**src/rtl/reset_sequencer_if.sv**
```systemverilog
// Lock input and reset outputs of reset_sequencer, grouped for connection.
// The master side is the sequencer; the slave side is the clock environment and its consumers.
interface reset_sequencer_if;
    logic       i_mmcm_locked;
    logic       o_rst_mhz;
    logic       o_rst_done;
    logic [1:0] o_state;

    modport master (
        input  i_mmcm_locked,
        output o_rst_mhz,
        output o_rst_done,
        output o_state
    );

    modport slave (
        output i_mmcm_locked,
        input  o_rst_mhz,
        input  o_rst_done,
        input  o_state
    );
endinterface

```
**src/rtl/reset_sequencer.sv**
```systemverilog
// Source-clock reset sequencer: synchronizes board reset and MMCM lock, filters lock,
// holds reset for a minimum period, then releases o_rst_mhz synchronously.
module reset_sequencer #(
    parameter int unsigned par_sync_stages = 2,
    parameter int unsigned par_lock_filter = 8,
    parameter int unsigned par_hold_cycles = 16
) (
    input  logic               i_clk_mhz,
    input  logic               i_rstn_mhz,
    reset_sequencer_if.master  io_seq
);

    typedef enum logic [1:0] {
        StWaitLock = 2'd0,
        StFilter   = 2'd1,
        StHold     = 2'd2,
        StRun      = 2'd3
    } state_e;

    localparam int unsigned CntMax =
        (par_lock_filter > par_hold_cycles) ? par_lock_filter : par_hold_cycles;
    localparam int unsigned CntW = $clog2(CntMax) + 1;

    logic [par_sync_stages-1:0] r_rstn_sync;
    logic [par_sync_stages-1:0] r_lock_sync;
    state_e                     r_state;
    state_e                     w_state_next;
    logic [CntW-1:0]            r_cnt;
    logic [CntW-1:0]            w_cnt_next;
    logic                       r_rst;
    logic                       r_done;
    logic                       w_rst_next;
    logic                       w_done_next;
    logic                       w_rstn_sync;
    logic                       w_lock_sync;
    logic                       w_filter_done;
    logic                       w_hold_done;

    // Both chains clear on board reset so a stale lock cannot skip the filter.
    always_ff @(posedge i_clk_mhz or negedge i_rstn_mhz) begin
        if (!i_rstn_mhz) begin
            r_rstn_sync <= '0;
            r_lock_sync <= '0;
        end else begin
            r_rstn_sync <= {r_rstn_sync[par_sync_stages-2:0], 1'b1};
            r_lock_sync <= {r_lock_sync[par_sync_stages-2:0], io_seq.i_mmcm_locked};
        end
    end

    assign w_rstn_sync   = r_rstn_sync[par_sync_stages-1];
    assign w_lock_sync   = r_lock_sync[par_sync_stages-1];
    assign w_filter_done = (r_cnt == CntW'(par_lock_filter - 1));
    assign w_hold_done   = (r_cnt == CntW'(par_hold_cycles - 1));

    always_ff @(posedge i_clk_mhz or negedge i_rstn_mhz) begin
        if (!i_rstn_mhz) begin
            r_state <= StWaitLock;
            r_cnt   <= '0;
        end else begin
            r_state <= w_state_next;
            r_cnt   <= w_cnt_next;
        end
    end

    always_comb begin
        w_state_next = r_state;
        w_cnt_next   = r_cnt;
        case (r_state)
            StWaitLock: begin
                if (w_rstn_sync && w_lock_sync) begin
                    w_state_next = StFilter;
                    w_cnt_next   = '0;
                end
            end
            StFilter: begin
                if (!w_lock_sync) begin
                    w_state_next = StWaitLock;
                    w_cnt_next   = '0;
                end else if (w_filter_done) begin
                    w_state_next = StHold;
                    w_cnt_next   = '0;
                end else begin
                    w_cnt_next = r_cnt + CntW'(1);
                end
            end
            StHold: begin
                if (!w_lock_sync) begin
                    w_state_next = StWaitLock;
                    w_cnt_next   = '0;
                end else if (w_hold_done) begin
                    w_state_next = StRun;
                    w_cnt_next   = '0;
                end else begin
                    w_cnt_next = r_cnt + CntW'(1);
                end
            end
            StRun: begin
                if (!w_lock_sync) begin
                    w_state_next = StWaitLock;
                    w_cnt_next   = '0;
                end
            end
            default: begin
                w_state_next = StWaitLock;
                w_cnt_next   = '0;
            end
        endcase
    end

    // Outputs are decoded from the next state so they change on the same edge as r_state.
    always_comb begin
        w_rst_next  = (w_state_next != StRun);
        w_done_next = (r_state == StHold) && (w_state_next == StRun);
    end

    always_ff @(posedge i_clk_mhz or negedge i_rstn_mhz) begin
        if (!i_rstn_mhz) begin
            r_rst  <= 1'b1;
            r_done <= 1'b0;
        end else begin
            r_rst  <= w_rst_next;
            r_done <= w_done_next;
        end
    end

    assign io_seq.o_rst_mhz  = r_rst;
    assign io_seq.o_rst_done = r_done;
    assign io_seq.o_state    = r_state;

endmodule

```
**src/flat_wrapper.sv**
```systemverilog
// flat-port wrapper written by rule: the top's interface ports become plain ports
module reset_sequencer_flat 
#(
    parameter int unsigned par_sync_stages = 2,
    parameter int unsigned par_lock_filter = 8,
    parameter int unsigned par_hold_cycles = 16
)
  (i_clk_mhz, i_rstn_mhz, io_seq_i_mmcm_locked, io_seq_o_rst_mhz, io_seq_o_rst_done, io_seq_o_state);
  reset_sequencer_if io_seq_i ();
  input  logic i_clk_mhz;
  input  logic i_rstn_mhz;
  input wire logic [$bits(io_seq_i.i_mmcm_locked)-1:0] io_seq_i_mmcm_locked;
  output wire logic [$bits(io_seq_i.o_rst_mhz)-1:0] io_seq_o_rst_mhz;
  output wire logic [$bits(io_seq_i.o_rst_done)-1:0] io_seq_o_rst_done;
  output wire logic [$bits(io_seq_i.o_state)-1:0] io_seq_o_state;
  assign io_seq_i.i_mmcm_locked = io_seq_i_mmcm_locked;
  assign io_seq_o_rst_mhz = io_seq_i.o_rst_mhz;
  assign io_seq_o_rst_done = io_seq_i.o_rst_done;
  assign io_seq_o_state = io_seq_i.o_state;
  reset_sequencer #(.par_sync_stages(par_sync_stages), .par_lock_filter(par_lock_filter), .par_hold_cycles(par_hold_cycles)) u_core (.i_clk_mhz(i_clk_mhz), .i_rstn_mhz(i_rstn_mhz), .io_seq(io_seq_i));
endmodule
```
**config.mk**
```make
export PLATFORM = sky130hd
export DESIGN_NAME = reset_sequencer_flat
export DESIGN_NICKNAME = d
export VERILOG_FILES = /design/src/rtl/reset_sequencer_if.sv /design/src/rtl/reset_sequencer.sv /design/src/flat_wrapper.sv
export SDC_FILE = /design/constraint.sdc
export NUM_CORES = 1
export LEC_CHECK = 0
export CORE_UTILIZATION = 42
export DETAILED_ROUTE_END_ITERATION = 8
export DONT_BUFFER_PORTS = 1
export PLACE_DENSITY = 0.67
export RECOVER_POWER = 50
export SLEW_MARGIN = 30
export SYNTH_ARGS = -nofsm -noshare
export SYNTH_HDL_FRONTEND = slang
export SYNTH_SLANG_ARGS = --single-unit
```
**constraint.sdc**
```tcl
create_clock -name i_clk_mhz -period 1.6 [get_ports i_clk_mhz]
set_clock_uncertainty 0.05 [all_clocks]
set_input_delay 0 -clock i_clk_mhz [delete_from_list [all_inputs] [get_ports i_clk_mhz]]
set_output_delay 0 -clock i_clk_mhz [all_outputs]
set_load 0.02 [all_outputs]
```
-- After elaboration in Yosys (flattened, before gate mapping)
Cells that the tools add are included.
- add/subtract/negate cells: 1
- reduce and logical (&&, ||, !) cells: 4
- divide/modulo/power cells: 0
- multiplexer cells: 14
- multipliers: 0
- shifts and indexed selects: 0
- bitwise gates (word level): 0
- order comparisons: 0
- eq/ne operators: 9
- operators by type and width (kind ; count):
    $mux 5 ; 6
    $pmux 5 s4 ; 1
    $mux 2 ; 6
    $pmux 2 s4 ; 1
    $eq 2x2->1 const B ; 3
    $add 5x1->5 const B ; 1
    $eq 5x3->1 const B ; 1
    $eq 5x4->1 const B ; 1
    $ne 2x2->1 const B ; 2
    $eq 2x1->1 const B ; 1
    $logic_and 1x1->1 ; 2
    $logic_not 2->1 ; 1
    $ne 2x1->1 const B ; 1
    $reduce_and 2->1 ; 1
- output and inout bits: 4
- register bits: 13
- logic and storage cells: 34
- memory bits (writable): 0
- input bits: 3
- memory bits (read-only): 0
- bits in latches: 0
- memories: 0

-- Longest topological paths before layout
Gate-level depths: netlist of the first run.
- depth after elaboration: 6
- gate-level depth with buffers: 8
- depth with buffers taken out: 8

-- Worst setup path before layout of the first run
Ideal clock, no wire load.
- path kind: reg-to-reg
- start point: register u_core.r_state[0], in the netlist u_core.io_seq.o_state[0]
- end point: register u_core.r_done, in the netlist u_core.io_seq.o_rst_done
- path slack: -159 ps
- required time: 1483 ps
- period minus slack after synthesis: 1759 ps
- data arrival time: 1642 ps
- setup time: 67 ps
- buffers on the path: 0
- stages on the path, launching flop included: 7
- path through: dfrtp_1 > inv_1 > ha_1 > nand2b_1 > or3_1 > a22oi_2 > and3_1
- elaborated cells between the ends (all ways): 13
- those cells by class: 4 x eq/ne; 7 x mux; 2 x reduce/logical
- RTL lines (what ; line ; text):
    from (decl) ; reset_sequencer.sv:26 ; state_e r_state;
    from (signal assigned) ; reset_sequencer.sv:57 ; r_state <= StWaitLock;
    from (signal assigned) ; reset_sequencer.sv:60 ; r_state <= w_state_next;
    $eq 2x2->1, or another cell as far along ; reset_sequencer.sv:68 ; case (r_state)
    $pmux 2 s4 (*) ; reset_sequencer.sv:68 ;
    via u_core.w_state_next[1] ; reset_sequencer.sv:27 ; state_e w_state_next;
    $eq 2x2->1 (*) ; reset_sequencer.sv:113 ; w_done_next = (r_state == StHold) && (w_state_next == StRun);
    $logic_and 1x1->1 (*) ; reset_sequencer.sv:113 ;
    via u_core.w_done_next ; reset_sequencer.sv:33 ; logic w_done_next;
    to (signal assigned) ; reset_sequencer.sv:122 ; r_done <= w_done_next;
    to (decl) ; reset_sequencer.sv:31 ; logic r_done;
The timed path passes the listed nets; every way through them passes the cells marked *.
A chain may end at the register's enable or synchronous reset.

-- Worst setup path in the final report of the first run
- start point: register u_core.r_state[0], in the netlist u_core.io_seq.o_state[0]
- end point: register u_core.r_cnt[3]
- longest elaborated chain between the ends: 3
- elaborated cells between the ends (all ways): 8
- those cells by class: 5 x eq/ne; 1 x mux; 2 x reduce/logical
- ends and longest elaborated chain (what ; line ; text):
    $eq 2x2->1 / $logic_not 2->1 (equally long branches) ; reset_sequencer.sv:68 ;
    $ne 2x2->1 (no line) / $ne 2x1->1 (equally long branches) ; -- ;
    $reduce_and 2->1 (no line) ; -- ;
    to (signal assigned) ; reset_sequencer.sv:61 ; r_cnt <= w_cnt_next;
    to (decl) ; reset_sequencer.sv:28 ; logic [CntW-1:0] r_cnt;
Several ways; a longest one is shown, not always the timed one.

==> results.md, run 1 <==
- Status: complete, but fails checks
- Failing checks: negative setup slack
- Synthesized flop and latch total: 13
- Cell taking the most area after synthesis: dfrtp_1
- Clock slew at reported path FFs: 0.08 ns
- IO Port Bufs: 0
- Register area share after synthesis: 0.456
- # diodes: 0
- Antenna Nets Post-Route: 0
- Asr flop ratio synth: 1.00
- CTS tree: done
- Row count: 14
- RSZ-0062 raised after global routing: true
- Layout fillers: 131
- Tot GR Track Use: 0.188
- Mean Syn Cell Area: 10.2 um2
- Ranking of synthesized cells by area: dfrtp_1 (42%), ha_1 (14%), nand2_1 (4.7%), inv_1 (4.2%), dfstp_2 (3.7%)
- Worst-Skew Late Latency: 0.28 ns
- Routability cong.: 0.781
- Worst-path cell chain: inv_2, ha_1, and3_1, a32o_2, a21oi_2, o22ai_2
- Slew Viols, Final: 0
- Post-route DRC: 0
- Die X: 43.3 um
- Int Pwr: 0.000650 W
- Switching Share: 0.355
- MaxCap Viol Count: 0
- Setup CP Type: flip-flop to flip-flop
- Fin crit period: 1.65 ns
- Cell variety after synth: 29
- Worst setup margin: -0.0463 ns
- Hold Path Class: primary input to asynchronous set/reset pin
- Worst vdd ir: 0.786 mV
- Die footprint: 1870 um2
- Post-Route WL: 1.66 mm
- P_sw: 0.000358 W
- Setup crit start kind: flip-flop
- Hpwl dp: 1.01 mm
- Top-count cell post-synth: dfrtp_1
- Cell Area, Synth: 716 um2
- Die Y: 43.3 um
- Synth Flop Type: dfrtp_1
- Multi-input gate area: 452 um2
- Max clock buf depth: 2
- Internal reg-to-reg setup slack: -0.05 ns
- Vias: 600
- Seq pwr share: 0.381
- Fmax: 607 MHz
- FF+latch area: 329 um2
- Iteration-0 DRC Markers: 17
- Vias in the first global route: 557
- Relative slew slack: 0.609
- Final net count: 100
- CP Max Fanout: 4
- Worst Path Required: 1.70 ns
- I/O pin cnt: 7
- P&R area growth vs syn: 36.7%
- Commonest cells post-synth: dfrtp_1 (12), nand2_1 (9), ha_1 (8), inv_1 (8)
- WL/cell: 16.0 um
- CP arrival: 1.75 ns
- Global-route wire length before repair: 2.44 mm
- Setup violations, final: 3
- Antenna violations before repair: 0
- Largest net degree at the start of global routing: 14
- Hold Slack: 0.106 ns
- Pre-antenna DRT Iters: 4
- Gate power share: 0.420
- CTS Buf Count: 3
- Mapped Nets: 81
- Initial Utilization: 0.464
- Synthesis Warnings: 0
- Largest stage delay on the critical path: 0.41 ns
- Crit. End Element: flip-flop
- Drt via density: 5.77
- CTS H-Tree Depth: 1
- Synth top area share: 0.420
- Global route overflow: 0
- Worst slew pin tran: 0.584 ns
- Tot Pwr: 0.00101 W
- Post-Synthesis Cells: 70
- Pleak: 0.448 nW
- Number of flops mapped to enable cells by yosys: 0
- Share of cells above drive strength 1: 0.466
- Final-report hold violation count: 0
- Period utilization: 1.03
- Slowest CP cell: dfrtp_2
- CTS root buf: clkbuf_4
- Clock share of power: 0.199
- CTS sink cnt: 13
- Setup TNS Final: -0.111 ns
- CORE AREA: 1540 um2
- Power density of the placed cells: 1030 nW/um2
metal layers:
| metal | track usage | part of all wire | wire length (um) |
|---|---|---|---|
| met1 | 0.205 | 0.42 | 705 |
| met2 | 0.325 | 0.51 | 852 |
| met3 | 0.0681 | 0.046 | 76 |
| met4 | 0.0727 | 0.016 | 27 |
| met5 | 0 | 0 | 0 |
power groups by stage:
stage,Sequential (W),Combinational (W),Clock [W]
final,0.000384,0.000423,0.000201
after floorplan,0.000401,0.000192,0
after global placement,0.000384,0.000327,0
after global routing,0.000386,0.000465,0.000225
after CTS,0.000379,0.000376,0.000208
after detailed placement,0.000387,0.000332,0
path summary, 6_finish.rpt:
check / start / cells past startpoint / end
hold / removal: i_rstn_mhz / 1 / u_core.r_rstn_sync[1]$_DFF_PN0_
setup reg to reg: u_core.io_seq.o_state[0]$_DFF_PN0_ / 6 / u_core.r_cnt[3]$_DFFE_PN0P_
min in group i_clk_mhz: io_seq_i_mmcm_locked / 1 / u_core.r_lock_sync[0]$_DFF_PN0_
setup / recovery: u_core.io_seq.o_state[0]$_DFF_PN0_ / 6 / u_core.r_cnt[3]$_DFFE_PN0P_
max in group asynchronous: i_rstn_mhz / 1 / u_core.io_seq.o_state[1]$_DFF_PN0_
hold reg to reg: u_core.r_rstn_sync[0]$_DFF_PN0_ / 0 / u_core.r_rstn_sync[1]$_DFF_PN0_
through the flow:
step / std cells / setup slack (ns) / area (um2) / utilization
6_report: 104 / -0.0463 / 978 / 0.635
5_1_grt: 104 / -0.112 / 978 / 0.635
4_1_cts: 102 / -0.0594 / 901 / 0.584
3_5_place_dp: 94 / -0.121 / 802 / 0.520
3_3_place_gp: 94 / -0.0789 / 802 / 0.520
2_1_floorplan: 70 / -0.00901 / 722 / -
timing repair:
item,in CTS,in global routing
resized for setup,10,12
hold buffers,2,0
buffers inserted,2,2
endpoints found under the setup margin,6,7
pin swaps,6,3
cloned,0,0
endpoints found under the hold margin,14,0
worst max-delay path, delay by kind of cell, from the launching register on:
kind	cells	cell delay [ns]
flip-flops	1	0.41
AO/OA/AOI/OAI	3	0.48
AND/OR/NAND/NOR	1	0.20
adder cells (fa/ha/maj)	1	0.32
buffers and inverters	1	0.06
kinds of logic (layout without fill, tap and decap cells):
kind of cell             after synthesis  in the layout  share of synthesized area
other                                  1              1                    0.00524
flip-flops                            13             13                      0.456
AND/OR/NAND/NOR                       21             21                      0.159
buffers and inverters                  9             27                     0.0525
adder cells (fa/ha/maj)                8              8                      0.140
AO/OA/AOI/OAI                         18             18                      0.187
layout make-up:
| type | instances | share of cell area |
|---|---|---|
| repair buffers | 15 | 0.124 |
| inverters | 8 | 0.0307 |
| well taps | 16 | 0.0205 |
| flip-flops and latches | 13 | 0.336 |
| multi-input cells | 48 | 0.462 |
| clock buffers | 4 | 0.0269 |
sequential cells by signal, summed over array words and instances (netlist names):
signal and flops:
u_core.io_seq.o_rst_done 1, u_core.io_seq.o_rst_mhz 1, u_core.io_seq.o_state 2, u_core.r_cnt 5, u_core.r_lock_sync 2, u_core.r_rstn_sync 2
placed cells by master (no fill, tap or decap), types with 2 or more instances in the layout:
master	count
dfrtp_2	2
o31ai_1	2
a21oi_2	2
inv_1	5
and3_1	2
clkbuf_4	3
o21ai_1	2
dfrtp_1	10
dlygate4sd3_1	2
ha_2	3
ha_4	2
inv_2	3
buf_4	12
nand2_1	9
ha_1	3
nand3_1	2
Power figures use the tool's default switching activity.
==> run 2: changes to the inputs <==
--- a/config.mk
+++ b/config.mk
@@ -8,8 +8,8 @@
 export CORE_UTILIZATION = 42
 export DETAILED_ROUTE_END_ITERATION = 8
 export DONT_BUFFER_PORTS = 1
-export PLACE_DENSITY = 0.67
-export RECOVER_POWER = 50
+export PLACE_DENSITY = 0.65
+export RECOVER_POWER = 25
 export SLEW_MARGIN = 30
 export SYNTH_ARGS = -nofsm -noshare
 export SYNTH_HDL_FRONTEND = slang
==> run 2 against run 1 <==
Net effect: the flow now finishes without violations; design area is 1.0% higher; clock power is 5% lower; fmax is 3.1% higher; register-to-register slack better by 0.05 ns; first-iteration DRC count is 76% lower; sequential power hardly changed; non-clock buffer count is 4 higher; global-route usage is 0.68 points lower; clock-buffer cell count is 1 lower; setup slack better by 0.049 ns; critical path depth stayed put; routed wire length is 8.4% lower; critical path type unchanged.
==> results.md, run 2 (same netlist as run 1, synthesis figures left out) <==
- Die Y: 43.3 um
- CP arrival: 1.76 ns
- Post-layout util: 0.641
- Clock share of power: 0.187
- Row count: 14
- Final net count: 104
- Seq pwr share: 0.375
- Initial Utilization: 0.464
- Switching Share: 0.340
- Setup TNS Final: 0 ns
- Post-route DRC: 0
- CTS H-Tree Depth: 1
- Setup crit start kind: flip-flop
- Power density of the placed cells: 1030 nW/um2
- Gate power share: 0.437
- P&R area growth vs syn: 38.1%
- Setup CP Type: flip-flop to flip-flop
- CORE AREA: 1540 um2
- Worst-Skew Late Latency: 0.27 ns
- Share of cells above drive strength 1: 0.489
- Fmax: 626 MHz
- Max clock buf depth: 2
- Tot Pwr: 0.00102 W
- Post-Route WL: 1.52 mm
- Clock slew at reported path FFs: 0.08 ns
- FF+latch area: 329 um2
- Worst R2R Start: u_core.r_cnt[0]$_DFFE_PN0P_
- I/O pin cnt: 7
- Drt via density: 5.41
- Worst-path cell chain: ha_4, nand4bb_1, or3_4, a22oi_2, buf_4, nand2_1
- Fin crit period: 1.60 ns
- Antenna violations before repair: 0
- Hold Slack: 0.108 ns
- Die footprint: 1870 um2
- RSZ-0062 raised after global routing: true
- Largest net degree at the start of global routing: 14
- Period utilization: 0.998
- WL/cell: 14.1 um
- IO Port Bufs: 0
- Vias in the first global route: 571
- CTS tree: done
- Most common cell after layout, fill and taps aside: buf_4
- Critical R2R Capture: u_core.io_seq.o_rst_mhz$_DFF_PN1_
- Crit. End Element: flip-flop
- P_sw: 0.000347 W
- Worst vdd ir: 0.770 mV
- # diodes: 0
- Hpwl dp: 1.05 mm
- Tot GR Track Use: 0.181
- Routability cong.: 0.831
- Setup violations, final: 0
- Vias: 584
- Pre-antenna DRT Iters: 4
- Final-report hold violation count: 0
- Iteration-0 DRC Markers: 4
- Reg2Reg Depth: 6
- MaxCap Viol Count: 0
- Most frequent cells in the layout: buf_4 (17), dfrtp_1 (10), nand2_1 (9)
- CP Max Fanout: 3
- Antenna Nets Post-Route: 0
- Worst Path Required: 1.76 ns
- CTS Buf Count: 3
- Hold Path Class: primary input to asynchronous set/reset pin
- Global-route wire length before repair: 2.41 mm
- Pleak: 0.476 nW
- Internal reg-to-reg setup slack: 0.003 ns
- Int Pwr: 0.000673 W
- CTS root buf: clkbuf_4
- Relative slew slack: 0.623
- Largest stage delay on the critical path: 0.41 ns
- Die X: 43.3 um
- Status: complete, no violations
- Slew Viols, Final: 0
- Global route overflow: 0
- Max reg flops: 5
- Layout fillers: 126
- Top reg by flops: u_core.r_cnt
- Multi-input gate area: 434 um2
- Slowest CP cell: dfrtp_1
- CTS sink cnt: 13
- Worst slew pin tran: 0.563 ns
[run 2: worst max-delay path by stage]
| stage | start | endpoint | slack [ns] |
|---|---|---|---|
| after floorplan | u_core.io_seq.o_state[0]$_DFF_PN0_ | u_core.io_seq.o_rst_done$_DFF_PN0_ | -0.009 |
| after global placement | u_core.r_cnt[0]$_DFFE_PN0P_ | u_core.r_cnt[2]$_DFFE_PN0P_ | -0.06 |
| after detailed placement | u_core.r_cnt[0]$_DFFE_PN0P_ | u_core.r_cnt[0]$_DFFE_PN0P_ | -0.11 |
| after CTS | u_core.io_seq.o_state[1]$_DFF_PN0_ | u_core.io_seq.o_rst_mhz$_DFF_PN1_ | -0.01 |
| after global routing | u_core.io_seq.o_state[0]$_DFF_PN0_ | u_core.io_seq.o_rst_mhz$_DFF_PN1_ | -0.06 |
| final | u_core.r_cnt[0]$_DFFE_PN0P_ | u_core.io_seq.o_rst_mhz$_DFF_PN1_ | 0.003 |
[run 2: power by group through the flow]
stage | combinational [W] | sequential, W | clock, W
after floorplan | 0.000192 | 0.000401 | 0
after global placement | 0.000351 | 0.000382 | 0
after detailed placement | 0.000352 | 0.000383 | 0
after CTS | 0.000385 | 0.000376 | 0.000205
after global routing | 0.000482 | 0.000387 | 0.000215
final | 0.000446 | 0.000383 | 0.000191
[run 2: what timing repair did]
action                                 CTS  global route
gates resized for setup                 10             9
setup endpoints to repair                7             9
endpoints found under the hold margin   14             0
hold buffers                             2             0
pin swaps                                8             4
setup buffers                            5             1
[run 2: worst max-delay path, delay by kind of cell, from the launching register on]
| family | cells | cell delay, ns |
|---|---|---|
| simple gates | 3 | 0.62 |
| flops | 1 | 0.41 |
| buf+inv | 1 | 0.15 |
| fa+ha+maj | 1 | 0.17 |
| compound gates | 1 | 0.15 |
[run 2: area by class of cell]
class                      count  area share
clock buffer                   3      0.0228
inverter                       8      0.0304
clock inverter                 1     0.00506
timing repair buffer          19       0.149
multi-input combinational     48       0.439
tap                           16      0.0203
sequential                    13       0.333
[run 2: per-layer routing]
metal / vias up / part of all wire / wire (um) / global-route usage
met5: - / 0 / 0 / 0
met4: 0 / 0.0098 / 15 / 0.127
met3: 2 / 0.011 / 17 / 0.0128
met2: 4 / 0.50 / 759 / 0.290
met1: 285 / 0.48 / 730 / 0.228
li1: 293 / - / - / -
[run 2: metrics by stage]
stage | cells | cell area (um2) | setup slack, ns
2_1_floorplan | 70 | 722 | -0.00901
3_3_place_gp | 96 | 817 | -0.0553
3_5_place_dp | 96 | 817 | -0.108
4_1_cts | 107 | 930 | -0.0125
5_1_grt | 108 | 988 | -0.0594
6_report | 108 | 988 | 0.00296
